`config.mk`:
```
export PLATFORM = sky130hd
export DESIGN_NAME = alu_arbiter
export DESIGN_NICKNAME = d
export VERILOG_FILES = /design/src/rtl/alu_arb_pkg.sv /design/src/rtl/alu_arb_rr.sv /design/src/rtl/alu_arbiter.sv
export SDC_FILE = /design/constraint.sdc
export NUM_CORES = 1
export LEC_CHECK = 0
export ABC_AREA = 0
export CAP_MARGIN = 40
export CORE_UTILIZATION = 40
export CTS_BUF_LIST = sky130_fd_sc_hd__clkbuf_8
export DETAILED_ROUTE_END_ITERATION = 6
export PLACE_DENSITY = 0.83
export SYNTH_ARGS = -nofsm -noshare
export SYNTH_HDL_FRONTEND = slang
export SYNTH_HIERARCHICAL = 1
export SYNTH_SLANG_ARGS = --single-unit
```
`constraint.sdc`:
```
create_clock -name i_clk -period 1.9 [get_ports i_clk]
set_clock_uncertainty 0.1 [all_clocks]
set_input_delay 0.38 -clock i_clk [delete_from_list [all_inputs] [get_ports i_clk]]
set_output_delay 0.38 -clock i_clk [all_outputs]
set_load 0.02 [all_outputs]
```
`src/rtl/alu_arb_pkg.sv`:
```
// Shared constants for the ALU arbiter: FSM state codes, ALU opcodes, flag bit
// positions and a one-hot helper.
package alu_arb_pkg;

  localparam logic [1:0] ST_IDLE  = 2'd0;
  localparam logic [1:0] ST_ISSUE = 2'd1;
  localparam logic [1:0] ST_WAIT  = 2'd2;

  localparam logic [3:0] OP_SUB  = 4'h0;
  localparam logic [3:0] OP_AND  = 4'h1;
  localparam logic [3:0] OP_MPYU = 4'h3;
  localparam logic [3:0] OP_MPYS = 4'h4;
  localparam logic [3:0] OP_ADD  = 4'ha;
  localparam logic [3:0] OP_LSR  = 4'hf;

  localparam int FLAG_V = 3;
  localparam int FLAG_N = 2;
  localparam int FLAG_C = 1;
  localparam int FLAG_Z = 0;

  function automatic logic [1:0] onehot(input logic idx);
    return idx ? 2'b10 : 2'b01;
  endfunction

endpackage

```
`src/rtl/alu_arb_rr.sv`:
```
// Two-way round-robin picker: a lone requester always wins, a tie goes to the
// requester selected by ptr.
module alu_arb_rr
  import alu_arb_pkg::*;
(
  input  logic [1:0] stb,
  input  logic       ptr,
  output logic [1:0] grant
);

  always_comb begin
    grant = 2'b00;
    case (stb)
      2'b01:   grant = 2'b01;
      2'b10:   grant = 2'b10;
      2'b11:   grant = onehot(ptr);
      default: grant = 2'b00;
    endcase
  end

endmodule

```
`src/rtl/alu_arbiter.sv`:
```
// Shares one single-cycle ALU between two requesters (IDLE -> ISSUE -> WAIT).
// Optional ALU_ARB_LOCK_EN adds i_req_lock for bounded back-to-back ownership.
//
// state | meaning
// IDLE  | arbitrate, latch winner's op/a/b
// ISSUE | pulse o_alu_ce/o_alu_valid for one cycle
// WAIT  | wait for i_alu_valid or timeout, then respond
module alu_arbiter
  import alu_arb_pkg::*;
#(
  parameter int TIMEOUT     = 8,
  parameter int LOG_TIMEOUT = 3
) (
  input  logic        i_clk,
  input  logic        i_rst,
  input  logic [1:0]  i_req_stb,
  input  logic [7:0]  i_req_op,
  input  logic [63:0] i_req_a,
  input  logic [63:0] i_req_b,
`ifdef ALU_ARB_LOCK_EN
  input  logic [1:0]  i_req_lock,
`endif
  output logic [1:0]  o_req_busy,
  output logic        o_alu_ce,
  output logic        o_alu_valid,
  output logic [3:0]  o_alu_op,
  output logic [31:0] o_alu_a,
  output logic [31:0] o_alu_b,
  input  logic        i_alu_valid,
  input  logic [31:0] i_alu_c,
  input  logic [3:0]  i_alu_f,
  input  logic        i_alu_illegal,
  output logic [1:0]  o_rsp_valid,
  output logic [31:0] o_rsp_c,
  output logic [3:0]  o_rsp_f,
  output logic        o_rsp_err
);

  localparam logic [LOG_TIMEOUT-1:0] TMO_LAST = LOG_TIMEOUT'(TIMEOUT - 1);

  logic [1:0]             state;
  logic                   rr_ptr;
  logic                   owner;
  logic [LOG_TIMEOUT-1:0] tmo_cnt;
  logic [1:0]             stb_eff;
  logic [1:0]             grant;
  logic                   rsp_done;
  logic                   keep_ptr;

  assign rsp_done = (state == ST_WAIT) && (i_alu_valid || (tmo_cnt == TMO_LAST));

`ifdef ALU_ARB_LOCK_EN
  logic [1:0] lock_cnt;
  logic       lock_hold;

  // The fourth consecutive locked op releases the lock so the other side can get in.
  assign keep_ptr = i_req_lock[owner] && (lock_cnt != 2'd3);

  always_comb begin
    stb_eff = i_req_stb;
    if (lock_hold && i_req_lock[owner]) stb_eff = i_req_stb & onehot(owner);
  end

  always_ff @(posedge i_clk) begin
    if (i_rst) begin
      lock_cnt  <= 2'd0;
      lock_hold <= 1'b0;
    end else if (rsp_done) begin
      if (keep_ptr) begin
        lock_cnt  <= lock_cnt + 2'd1;
        lock_hold <= 1'b1;
      end else begin
        lock_cnt  <= 2'd0;
        lock_hold <= 1'b0;
      end
    end
  end
`else
  assign keep_ptr = 1'b0;
  assign stb_eff  = i_req_stb;
`endif

  alu_arb_rr u_rr (
    .stb   (stb_eff),
    .ptr   (rr_ptr),
    .grant (grant)
  );

  assign o_req_busy  = (state == ST_IDLE) ? ~grant : 2'b11;
  assign o_alu_valid = o_alu_ce;

  always_ff @(posedge i_clk) begin
    if (i_rst) begin
      state       <= ST_IDLE;
      rr_ptr      <= 1'b0;
      owner       <= 1'b0;
      tmo_cnt     <= '0;
      o_alu_ce    <= 1'b0;
      o_alu_op    <= '0;
      o_alu_a     <= '0;
      o_alu_b     <= '0;
      o_rsp_valid <= 2'b00;
      o_rsp_c     <= '0;
      o_rsp_f     <= '0;
      o_rsp_err   <= 1'b0;
    end else begin
      o_alu_ce    <= 1'b0;
      o_rsp_valid <= 2'b00;
      case (state)
        ST_IDLE: begin
          if (|grant) begin
            owner    <= grant[1];
            rr_ptr   <= ~grant[1];
            o_alu_op <= grant[1] ? i_req_op[7:4]  : i_req_op[3:0];
            o_alu_a  <= grant[1] ? i_req_a[63:32] : i_req_a[31:0];
            o_alu_b  <= grant[1] ? i_req_b[63:32] : i_req_b[31:0];
            o_alu_ce <= 1'b1;
            state    <= ST_ISSUE;
          end
        end
        ST_ISSUE: begin
          tmo_cnt <= '0;
          state   <= ST_WAIT;
        end
        ST_WAIT: begin
          if (rsp_done) begin
            o_rsp_valid <= onehot(owner);
            state       <= ST_IDLE;
            if (keep_ptr) rr_ptr <= owner;
            // Illegal ops and timeouts both return zeroed result and flags.
            if (i_alu_valid && !i_alu_illegal) begin
              o_rsp_c   <= i_alu_c;
              o_rsp_f   <= i_alu_f;
              o_rsp_err <= 1'b0;
            end else begin
              o_rsp_c   <= '0;
              o_rsp_f   <= '0;
              o_rsp_err <= 1'b1;
            end
          end else begin
            tmo_cnt <= tmo_cnt + 1'b1;
          end
        end
        default: state <= ST_IDLE;
      endcase
    end
  end

endmodule
```
==> impl_metrics.csv, run 1 <==
group,metric,value,unit
detailed_routing,routed-via-count,5165,
place,port_buffers,288,
layout,layout.filler_cells,927,
status,failing_checks,"setup timing",
die,die-area,13500,sq um
yosys,post_synth_num_cell_types,29,
sta,fmax,518,MHz
die,start_util,0.410,
detailed_routing,dr.pass1.iters,4,
die,core_area,12700,sq um
place,dpl_cell_area,8380,sq um
power_and_ir_drop,ir_drop,0.000431,V
global_route,grt_pass1_wl,25200,microns
yosys,ys_ff_latch,115,
layout,antenna_cells,0,
detailed_routing,wl,16800,microns
power_and_ir_drop,intPower,5130,uW
layout,most-common-layout-cells,"clkdlybuf4s50_1 (184), dfxtp_1 (114), a21oi_1 (109), mux2i_1 (68), a211oi_2 (68)",
detailed_routing,detail_route.drc_violations,0,
global_route,grt_start_max_net_pins,40,
critical_path,timing.critical_path.arrival,1.45,ns
sta,slew_headroom,0.687,
place,hpwlAfterDp,12100,microns
sta,post-route-period-util,1.02,
sta,timing.final.max_slew_violations,0,
global_route,global_route.usage.met3,0.0753,
global_route,grt_use_total,0.244,
clock_network,worst_skew_pair.late_latency,0.43,ns
power_and_ir_drop,pwr-share-comb,0.293,
yosys,seq_area_frac_synth,0.443,
die,rows,41,
power_and_ir_drop,power.share.sequential,0.377,
clock_network,tritoncts,"done",
detailed_routing,route.detailed.wl_per_inst,17.0,microns
yosys,synth_warnings,6,
yosys,mapped_area,5200,sq um
detailed_routing,detail_route.iter0.violations,304,
sta,final_critical_path_setup_slack,-0.0295,ns
layout,final_cells,987,
global_route,overflow,0,
place,finalWeightedCongestion,0.766,
layout,final_nets,982,
power_and_ir_drop,swShare,0.301,
global_route,met1_track_usage_gr,0.241,
sta,setup_viol_count_final,1,
sta,hold_viol,0,
sta,finalWorstPathRequiredPeriod,1.93,ns
layout,layout.cells.most_common,"clkdlybuf4s50_1",
power_and_ir_drop,pwr-share-clk,0.330,
yosys,postSynthAreaPerCell,9.98,sq um
hold_path,worst_hold_path_type,"in -> reg",
clock_network,htree_levels,4,
clock_network,max-clock-path-buffers,2,
die,die-height,116,microns
global_route,antenna_found_initial,0,
clock_network,cts_inserted_buffers,17,
critical_path,crit_path_start_kind,"register",
layout,post_route_cells_drive_above_1_share,0.174,
power_and_ir_drop,leakagePower,0.00407,uW
yosys,synth_area_leaders,"dfxtp_1 (44%), a211oi_2 (16%), mux2i_1 (13%), a21oi_1 (10%), o21ai_1 (3.3%)",
global_route,grtUsageMet2,0.455,
power_and_ir_drop,power,7340,uW
clock_network,clock-sinks,115,
status,run_status,"finished with violations",
die,die_w,116,microns
clock_network,cts_setup_buffers,0,
power_and_ir_drop,power.density,829,nW/um^2
detailed_routing,antenna_nets_post_route,0,
clock_network,cts.reportedPaths.clkPinSlew,0.07,ns
critical_path,critical_path.max_fanout,3,
clock_network,cts-root-buf,"clkbuf_8",
yosys,yosysTopAreaCellShare,0.443,
critical_path,endpoint_kind,"primary output",
global_route,grt_pass1_vias,5261,
critical_path,required,1.42,ns
critical_path,criticalPathCategory,"reg -> out",
detailed_routing,routed_via_density,5.23,
die,io_pins,289,
critical_path,ff2ff_setup_slack,0.11,ns
run,drv.max_cap_violation_count,0,
layout,area_growth_syn_to_layout,70.4,%
yosys,nets_in_the_synthesized_netlist,701,
yosys,synthCells,521,
power_and_ir_drop,total_switching_power,2210,uW
layout,fin_util,0.699,
global_route,global_route.peak_usage_layer,"met2",
yosys,area_leader_netlist,"dfxtp_1",
sta,grt_setup_unrepaired,"yes",
layout,postLayoutCellArea,8860,sq um
place,dp_cells,955,
sta,tightest_slew,0.470,ns
-- synthesized netlist by cell type --
library cell,count
buf_2,11
ha_1,2
or3b_1,1
a21oi_1,109
a21boi_0,1
nor4b_1,2
and2_1,1
o21ai_0,2
a21boi_1,1
nor4bb_1,1
buf_1,4
nor4_1,1
nor2_1,4
buf_4,1
nand3_1,3
inv_1,2
nand2_1,40
nand2b_1,3
dfxtp_1,115
o21a_1,1
buf_6,9
a211oi_2,68
or4b_1,1
o21ai_1,34
mux2i_1,68
nor2b_1,2
or2_1,1
clkbuf_1,32
a221oi_1,1
-- sequential cells by signal, indices dropped and copies added (netlist names), 2 cells and up --
signal / flops
tmo_cnt: 3
o_rsp_valid: 2
o_alu_b: 32
state: 2
o_alu_op: 4
o_rsp_f: 4
o_alu_a: 32
o_rsp_c: 32
-- logic make-up after synthesis --
logic type      synth area share
compound gates             0.309
flops                      0.443
mux                        0.131
simple gates              0.0532
buf+inv                   0.0590
fa+ha+maj                0.00481
-- cell type report --
class                           count  area [sq um]  area share
Tap cell                          172           215      0.0243
Inverter                            2          7.51    0.000848
Timing Repair Buffer              319          3260       0.369
Clock inverter                     10           129      0.0146
Sequential cell                   115          2300       0.260
Multi-Input combinational cell    347          2640       0.298
Clock buffer                       22           303      0.0342
-- metal layers --
metal | part of all wire | vias to the layer above
met5 | 0 | -
met4 | 0.029 | 0
met3 | 0.087 | 42
met2 | 0.52 | 255
met1 | 0.36 | 2404
li1 | - | 2464
-- critical path: stages (launching register included) --
cell and delay (ns):
dfxtp_2 0.34, a21boi_2 0.14, or3b_4 0.40, buf_6 0.14
-- power by group through the flow --
stage,clock network (uW),registers (uW),logic (uW)
global route,2590,2790,2280
finish,2420,2770,2150
global placement,0,2810,2210
detailed placement,0,2820,2260
CTS,2480,2770,2170
floorplan,0,3070,932
-- what timing repair did --
action / 4_1_cts / 5_1_grt
setup endpoints to repair: 57 / 76
resized for setup: 71 / 45
pin swaps: 1 / 0
hold endpoints to repair: 0 / 0
hold buffers: 0 / 0
-- through the flow --
stage / worst slack, ns / TNS, ns / hold WS (ns)
final: -0.0295 / -0.0295 / 0.313
after global routing: -0.0929 / -0.0929 / 0.304
after CTS: -0.0611 / -0.0611 / 0.273
after detailed placement: -0.646 / -26.46 / 0.372
after global placement: -0.645 / -23.86 / 0.346
after floorplan: 0.0659 / 0 / 0.316
-- worst paths after layout --
path,to,start,depth (start not counted)
max,o_req_busy[0],rr_ptr$_SDFFE_PP0P_,3
min,owner$_SDFFE_PP0P_,i_rst,2
max reg2reg,o_alu_a[4]$_SDFFE_PP0P_,state[1]$_SDFFE_PP0P_,5
min reg2reg,o_rsp_err$_SDFFE_PP0P_,o_rsp_err$_SDFFE_PP0P_,1
(Power assumes the default switching activity.)
==> inputs of run 2 (changes only) <==
--- a/config.mk
+++ b/config.mk
@@ -7,10 +7,11 @@
 export LEC_CHECK = 0
 export ABC_AREA = 0
 export CAP_MARGIN = 40
-export CORE_UTILIZATION = 40
+export CORE_ASPECT_RATIO = 1.5
+export CORE_UTILIZATION = 35
 export CTS_BUF_LIST = sky130_fd_sc_hd__clkbuf_8
 export DETAILED_ROUTE_END_ITERATION = 6
-export PLACE_DENSITY = 0.83
+export PLACE_DENSITY = 0.74
 export SYNTH_ARGS = -nofsm -noshare
 export SYNTH_HDL_FRONTEND = slang
 export SYNTH_HIERARCHICAL = 1
==> run 2 against run 1 <==
The run still ends with setup timing left. First-iteration DRC count fell by 46%. Power fell by 1.1%. Via count fell by 1.1%. Largest cell class unchanged. Cell area rose by 0.31%. Global-route usage fell by 2.3 points. Utilization fell by 8.7 points. Worst setup slack improved by 0.027 ns. Critical path depth did not move. Count of clock-buffer cells in the layout fell by 4. Non-clock buffer count fell by 2. Die area rose by 14%.
==> impl_metrics.csv, run 2 (synthesis results as in run 1) <==
group,metric,value,unit
global_route,grt_start_max_net_pins,71,
clock_network,htree_levels,4,
die,die-area,15400,sq um
die,core_area,14500,sq um
clock_network,max-clock-path-buffers,2,
clock_network,worst_skew_pair.late_latency,0.42,ns
sta,tightest_slew,0.533,ns
layout,layout.cells.most_common,"clkdlybuf4s50_1",
clock_network,tritoncts,"done",
sta,hold_viol,0,
layout,antenna_cells,0,
critical_path,ff2ff_setup_slack,0.10,ns
critical_path,r2r.worst_path.cells,7,
critical_path,critical_path.slowest_cell,"or3b_4",
critical_path,r2r-start,"rr_ptr$_SDFFE_PP0P_",
detailed_routing,dr.pass1.iters,4,
place,dp_cells,977,
status,run_status,"finished with violations",
sta,fmax,526,MHz
detailed_routing,detail_route.drc_violations,0,
hold_path,worst_hold_path_type,"in -> reg",
detailed_routing,routed-via-count,5107,
critical_path,worstReg2RegEnd,"o_alu_a[31]$_SDFFE_PP0P_",
layout,final_cells,1009,
sta,post-route-period-util,1.00,
hold_path,worstHoldEndpoint,"o_alu_ce$_SDFF_PP0_",
critical_path,critical_path.max_fanout,2,
power_and_ir_drop,leakagePower,0.00389,uW
die,die_w,102,microns
status,failing_checks,"setup timing",
clock_network,cts_setup_buffers,0,
detailed_routing,detail_route.iter0.violations,164,
detailed_routing,route.detailed.wl_per_inst,16.9,microns
clock_network,clock-sinks,115,
detailed_routing,wl,17000,microns
layout,final_nets,980,
die,die-height,151,microns
sta,grt_setup_unrepaired,"yes",
critical_path,slowest_delay,0.40,ns
power_and_ir_drop,power.density,817,nW/um^2
sta,slew_headroom,0.645,
global_route,antenna_found_initial,0,
critical_path,endpoint_kind,"primary output",
detailed_routing,antenna_nets_post_route,0,
sta,finalWorstPathRequiredPeriod,1.90,ns
power_and_ir_drop,power,7260,uW
clock_network,cts.reportedPaths.clkPinSlew,0.07,ns
critical_path,crit_chain,"a21boi_2 -> or3b_4 -> buf_6",
detailed_routing,routed_via_density,5.06,
clock_network,cts-root-buf,"clkbuf_8",
place,port_buffers,288,
sta,setup_viol_count_final,1,
hold_path,holdPathStages,2,
place,finalWeightedCongestion,0.794,
global_route,overflow,0,
global_route,grt_pass1_wl,26100,microns
layout,reg_top3,"o_alu_a (32), o_alu_b (32), o_rsp_c (32)",
sta,final_critical_path_setup_slack,-0.00229,ns
power_and_ir_drop,ir_drop,0.000544,V
layout,post_route_cells_drive_above_1_share,0.176,
critical_path,timing.critical_path.arrival,1.42,ns
clock_network,cts_inserted_buffers,17,
die,rows,54,
sta,whs,0.345,ns
critical_path,crit_path_start_kind,"register",
place,preCtsSetupSlack,-0.644,ns
critical_path,required,1.42,ns
run,drv.max_cap_violation_count,0,
critical_path,cp_top_family,"simple AND/OR/NAND/NOR gates",
layout,area_growth_syn_to_layout,70.9,%
hold_path,hold_start,"i_rst",
sta,timing.final.max_slew_violations,0,
critical_path,criticalPathCategory,"reg -> out",
place,hpwlAfterDp,12500,microns
layout,most-common-layout-cells,"clkdlybuf4s50_1 (202), dfxtp_1 (114), a21oi_1 (109), a211oi_2 (68), mux2i_1 (67)",
critical_path,worstPathBufferInverterCount,1,
global_route,grt_use_total,0.222,
die,io_pins,289,
die,start_util,0.358,
global_route,grt_pass1_vias,5336,
## run 2: cell count changes in the layout (fill, tap and decap cells not counted), sizes merged
cell	delta
buf	-2
bufinv	-1
clkdlybuf4s50	+18
dlymetal6s2s	-4
dlygate4sd2	-14
inv	+2
clkinvlp	+3
clkbuf	-4
## run 2: repair_timing
| action | 4_1_cts | 5_1_grt |
|---|---|---|
| gates resized for setup | 55 | 46 |
| setup endpoints to repair | 43 | 43 |
| pin swaps | 1 | 1 |
| hold buffers | 0 | 0 |
| cloned | 0 | 0 |
## run 2: cell type report
| type | count | area [sq um] |
|---|---|---|
| Clock buffer | 18 | 248 |
| Fill cell | 1236 | 5640 |
| Sequential cell | 115 | 2300 |
| Inverter | 2 | 7.51 |
| Clock inverter | 14 | 155 |
| Timing Repair Buffer | 317 | 3280 |
| Tap cell | 196 | 245 |
| Multi-Input combinational cell | 347 | 2640 |
## run 2: stage by stage
step	setup TNS [ns]	cell area, sq um	util
floorplan	0	5200	-
detailed placement	-16.69	8420	0.580
finish	-0.00229	8880	0.612
CTS	-0.0267	8770	0.604
global placement	-17.44	8420	0.580
global route	-0.0584	8880	0.612
## run 2: metal layers
layer | global-route usage | vias up | part of all wire
li1 | - | 2465 | -
met3 | 0.0738 | 24 | 0.082
met4 | 0.0920 | 0 | 0.023
met2 | 0.407 | 232 | 0.53
met5 | 0 | - | 0
met1 | 0.225 | 2386 | 0.36
## run 2: where the power goes
part	leakage [uW]	total (uW)	internal, uW	switching [uW]
Clock	0.000188	2300	1210	1080
Combinational	0.00275	2200	1070	1130
Sequential	0.000945	2760	2640	123
Total	0.00389	7260	4920	2340
## run 2: how the worst max path moves through the flow
| stage | start | endpoint | slack (ns) | cells after the start |
|---|---|---|---|---|
| after CTS | rr_ptr$_SDFFE_PP0P_ | o_req_busy[0] | -0.03 | 3 |
| final | rr_ptr$_SDFFE_PP0P_ | o_req_busy[0] | -0.002 | 3 |
| after detailed placement | i_req_stb[0] | o_req_busy[0] | -0.64 | 4 |
| after global routing | rr_ptr$_SDFFE_PP0P_ | o_req_busy[0] | -0.05 | 3 |
| after global placement | i_req_stb[0] | o_req_busy[0] | -0.64 | 4 |
| after floorplan | i_req_stb[1] | o_req_busy[1] | 0.07 | 4 |
==> inputs of run 3 (changes only) <==
--- a/config.mk
+++ b/config.mk
@@ -8,9 +8,11 @@
 export ABC_AREA = 0
 export CAP_MARGIN = 40
 export CORE_ASPECT_RATIO = 1.5
+export CORE_MARGIN = 3
 export CORE_UTILIZATION = 35
 export CTS_BUF_LIST = sky130_fd_sc_hd__clkbuf_8
 export DETAILED_ROUTE_END_ITERATION = 6
+export GPL_TIMING_DRIVEN = 1
 export PLACE_DENSITY = 0.74
 export SYNTH_ARGS = -nofsm -noshare
 export SYNTH_HDL_FRONTEND = slang
==> run 3 against run 2 <==
The flow now finishes without violations. Worst hold slack worse by 0.093 ns. Non-clock buffer count stayed put. Sequential share of layout area fell by 0.084 points.
==> impl_metrics.csv, run 3 (synthesis results as in run 1) <==
group,metric,value,unit
critical_path,required,1.42,ns
layout,antenna_cells,0,
clock_network,worst_skew_pair.late_latency,0.42,ns
sta,slew_headroom,0.644,
clock_network,cts_setup_buffers,0,
detailed_routing,route.detailed.wl_per_inst,17.5,microns
sta,tightest_slew,0.533,ns
layout,layout.cells.most_common,"clkdlybuf4s50_1",
detailed_routing,wl,17600,microns
clock_network,htree_levels,4,
die,start_util,0.365,
critical_path,worstPathBufferInverterCount,1,
detailed_routing,routed-via-count,5095,
sta,fmax,526,MHz
layout,postLayoutCellArea,8910,sq um
detailed_routing,detail_route.iter0.violations,175,
layout,area_growth_syn_to_layout,71.5,%
die,io_pins,289,
critical_path,critical_path.slowest_cell,"or3b_4",
critical_path,endpoint_kind,"primary output",
critical_path,crit_chain,"a21boi_2 -> or3b_4 -> buf_6",
place,finalWeightedCongestion,0.761,
critical_path,criticalPathCategory,"reg -> out",
sta,finalWorstPathRequiredPeriod,1.90,ns
clock_network,max-clock-path-buffers,2,
critical_path,critical_path.max_fanout,2,
critical_path,r2r.worst_path.cells,7,
status,run_status,"finished clean",
die,core_area,14300,sq um
die,die-height,155,microns
die,rows,53,
die,die-area,16400,sq um
clock_network,cts_inserted_buffers,17,
hold_path,holdPathStages,2,
clock_network,cts-root-buf,"clkbuf_8",
global_route,grt_use_total,0.208,
global_route,grt_start_max_net_pins,70,
sta,post-route-period-util,1.00,
global_route,overflow,0,
global_route,grt_pass1_vias,5300,
sta,tns,0,ns
critical_path,worstSetupPathDepth,3,
critical_path,slowest_delay,0.41,ns
hold_path,worst_hold_path_type,"in -> reg",
power_and_ir_drop,power.density,852,nW/um^2
layout,most-common-layout-cells,"clkdlybuf4s50_1 (201), dfxtp_1 (114), a21oi_1 (109), a211oi_2 (68), mux2i_1 (67)",
run,drv.max_cap_violation_count,0,
detailed_routing,detail_route.drc_violations,0,
layout,layout.filler_cells,1154,
layout,post_route_cells_drive_above_1_share,0.175,
layout,fin_util,0.625,
clock_network,post_cts_hold_buffer_count,0,
sta,hold_viol,0,
critical_path,crit_path_start_kind,"register",
sta,whs,0.251,ns
layout,reg_top3,"o_alu_a (32), o_alu_b (32), o_rsp_c (32)",
place,preCtsSetupSlack,-0.694,ns
global_route,antenna_found_initial,0,
die,die_w,106,microns
clock_network,tritoncts,"done",
detailed_routing,dr.pass1.iters,4,
critical_path,timing.critical_path.arrival,1.42,ns
global_route,grt_pass1_wl,27400,microns
power_and_ir_drop,leakagePower,0.00395,uW
layout,final_nets,980,
clock_network,cts.reportedPaths.clkPinSlew,0.07,ns
place,dpl_cell_area,8360,sq um
detailed_routing,routed_via_density,5.07,
power_and_ir_drop,ir_drop,0.000436,V
sta,grt_setup_unrepaired,"yes",
place,port_buffers,288,
sta,final_critical_path_setup_slack,0.000513,ns
place,hpwlAfterDp,13000,microns
sta,setup_viol_count_final,0,
critical_path,cp_top_family,"simple AND/OR/NAND/NOR gates",
detailed_routing,antenna_nets_post_route,0,
clock_network,clock-sinks,115,
sta,timing.final.max_slew_violations,0,
-- run 3: power by group --
group / leakage (uW) / total [uW] / internal [uW] / switching [uW]
sequential: 0.000945 / 2770 / 2640 / 129
clock: 0.000229 / 2650 / 1630 / 1020
combinational: 0.00277 / 2170 / 1040 / 1130
-- run 3: path summary, 6_finish.rpt --
path | start | endpoint | slack (ns)
setup / recovery | rr_ptr$_SDFFE_PP0P_ | o_req_busy[0] | 0.0005
hold / removal | i_rst | tmo_cnt[1]$_SDFFE_PP0P_ | 0.25
setup reg to reg | rr_ptr$_SDFFE_PP0P_ | o_alu_b[3]$_SDFFE_PP0P_ | 0.12
hold reg to reg | owner$_SDFFE_PP0P_ | o_rsp_valid[0]$_SDFF_PP0_ | 0.35
-- run 3: layout make-up --
cell class,instances,area [sq um],share of cell area
inverter,2,7.51,0.000842
clock inverter,13,208,0.0233
clock buffer,19,262,0.0293
timing repair buffer,317,3250,0.365
tap,192,240,0.0270
multi-input combinational,347,2640,0.296
sequential,115,2300,0.258
-- run 3: timing repair --
| item | CTS | global route |
|---|---|---|
| endpoints found under the setup margin | 40 | 73 |
| pin swaps | 1 | 1 |
| gates resized for setup | 54 | 49 |
-- run 3: per-stage QoR --
stage | instances | power, uW
global placement | 973 | 5030
CTS | 1005 | 7670
global route | 1005 | 7910
detailed placement | 973 | 5080
finish | 1005 | 7590
floorplan | 521 | 4000
-- run 3: routing by layer --
layer | wire, microns | GRT usage | vias up
met5 | 0 | 0 | -
met4 | 357 | 0.0735 | 0
met3 | 1430 | 0.0731 | 28
met2 | 9120 | 0.370 | 237
met1 | 6660 | 0.229 | 2371
li1 | - | - | 2459
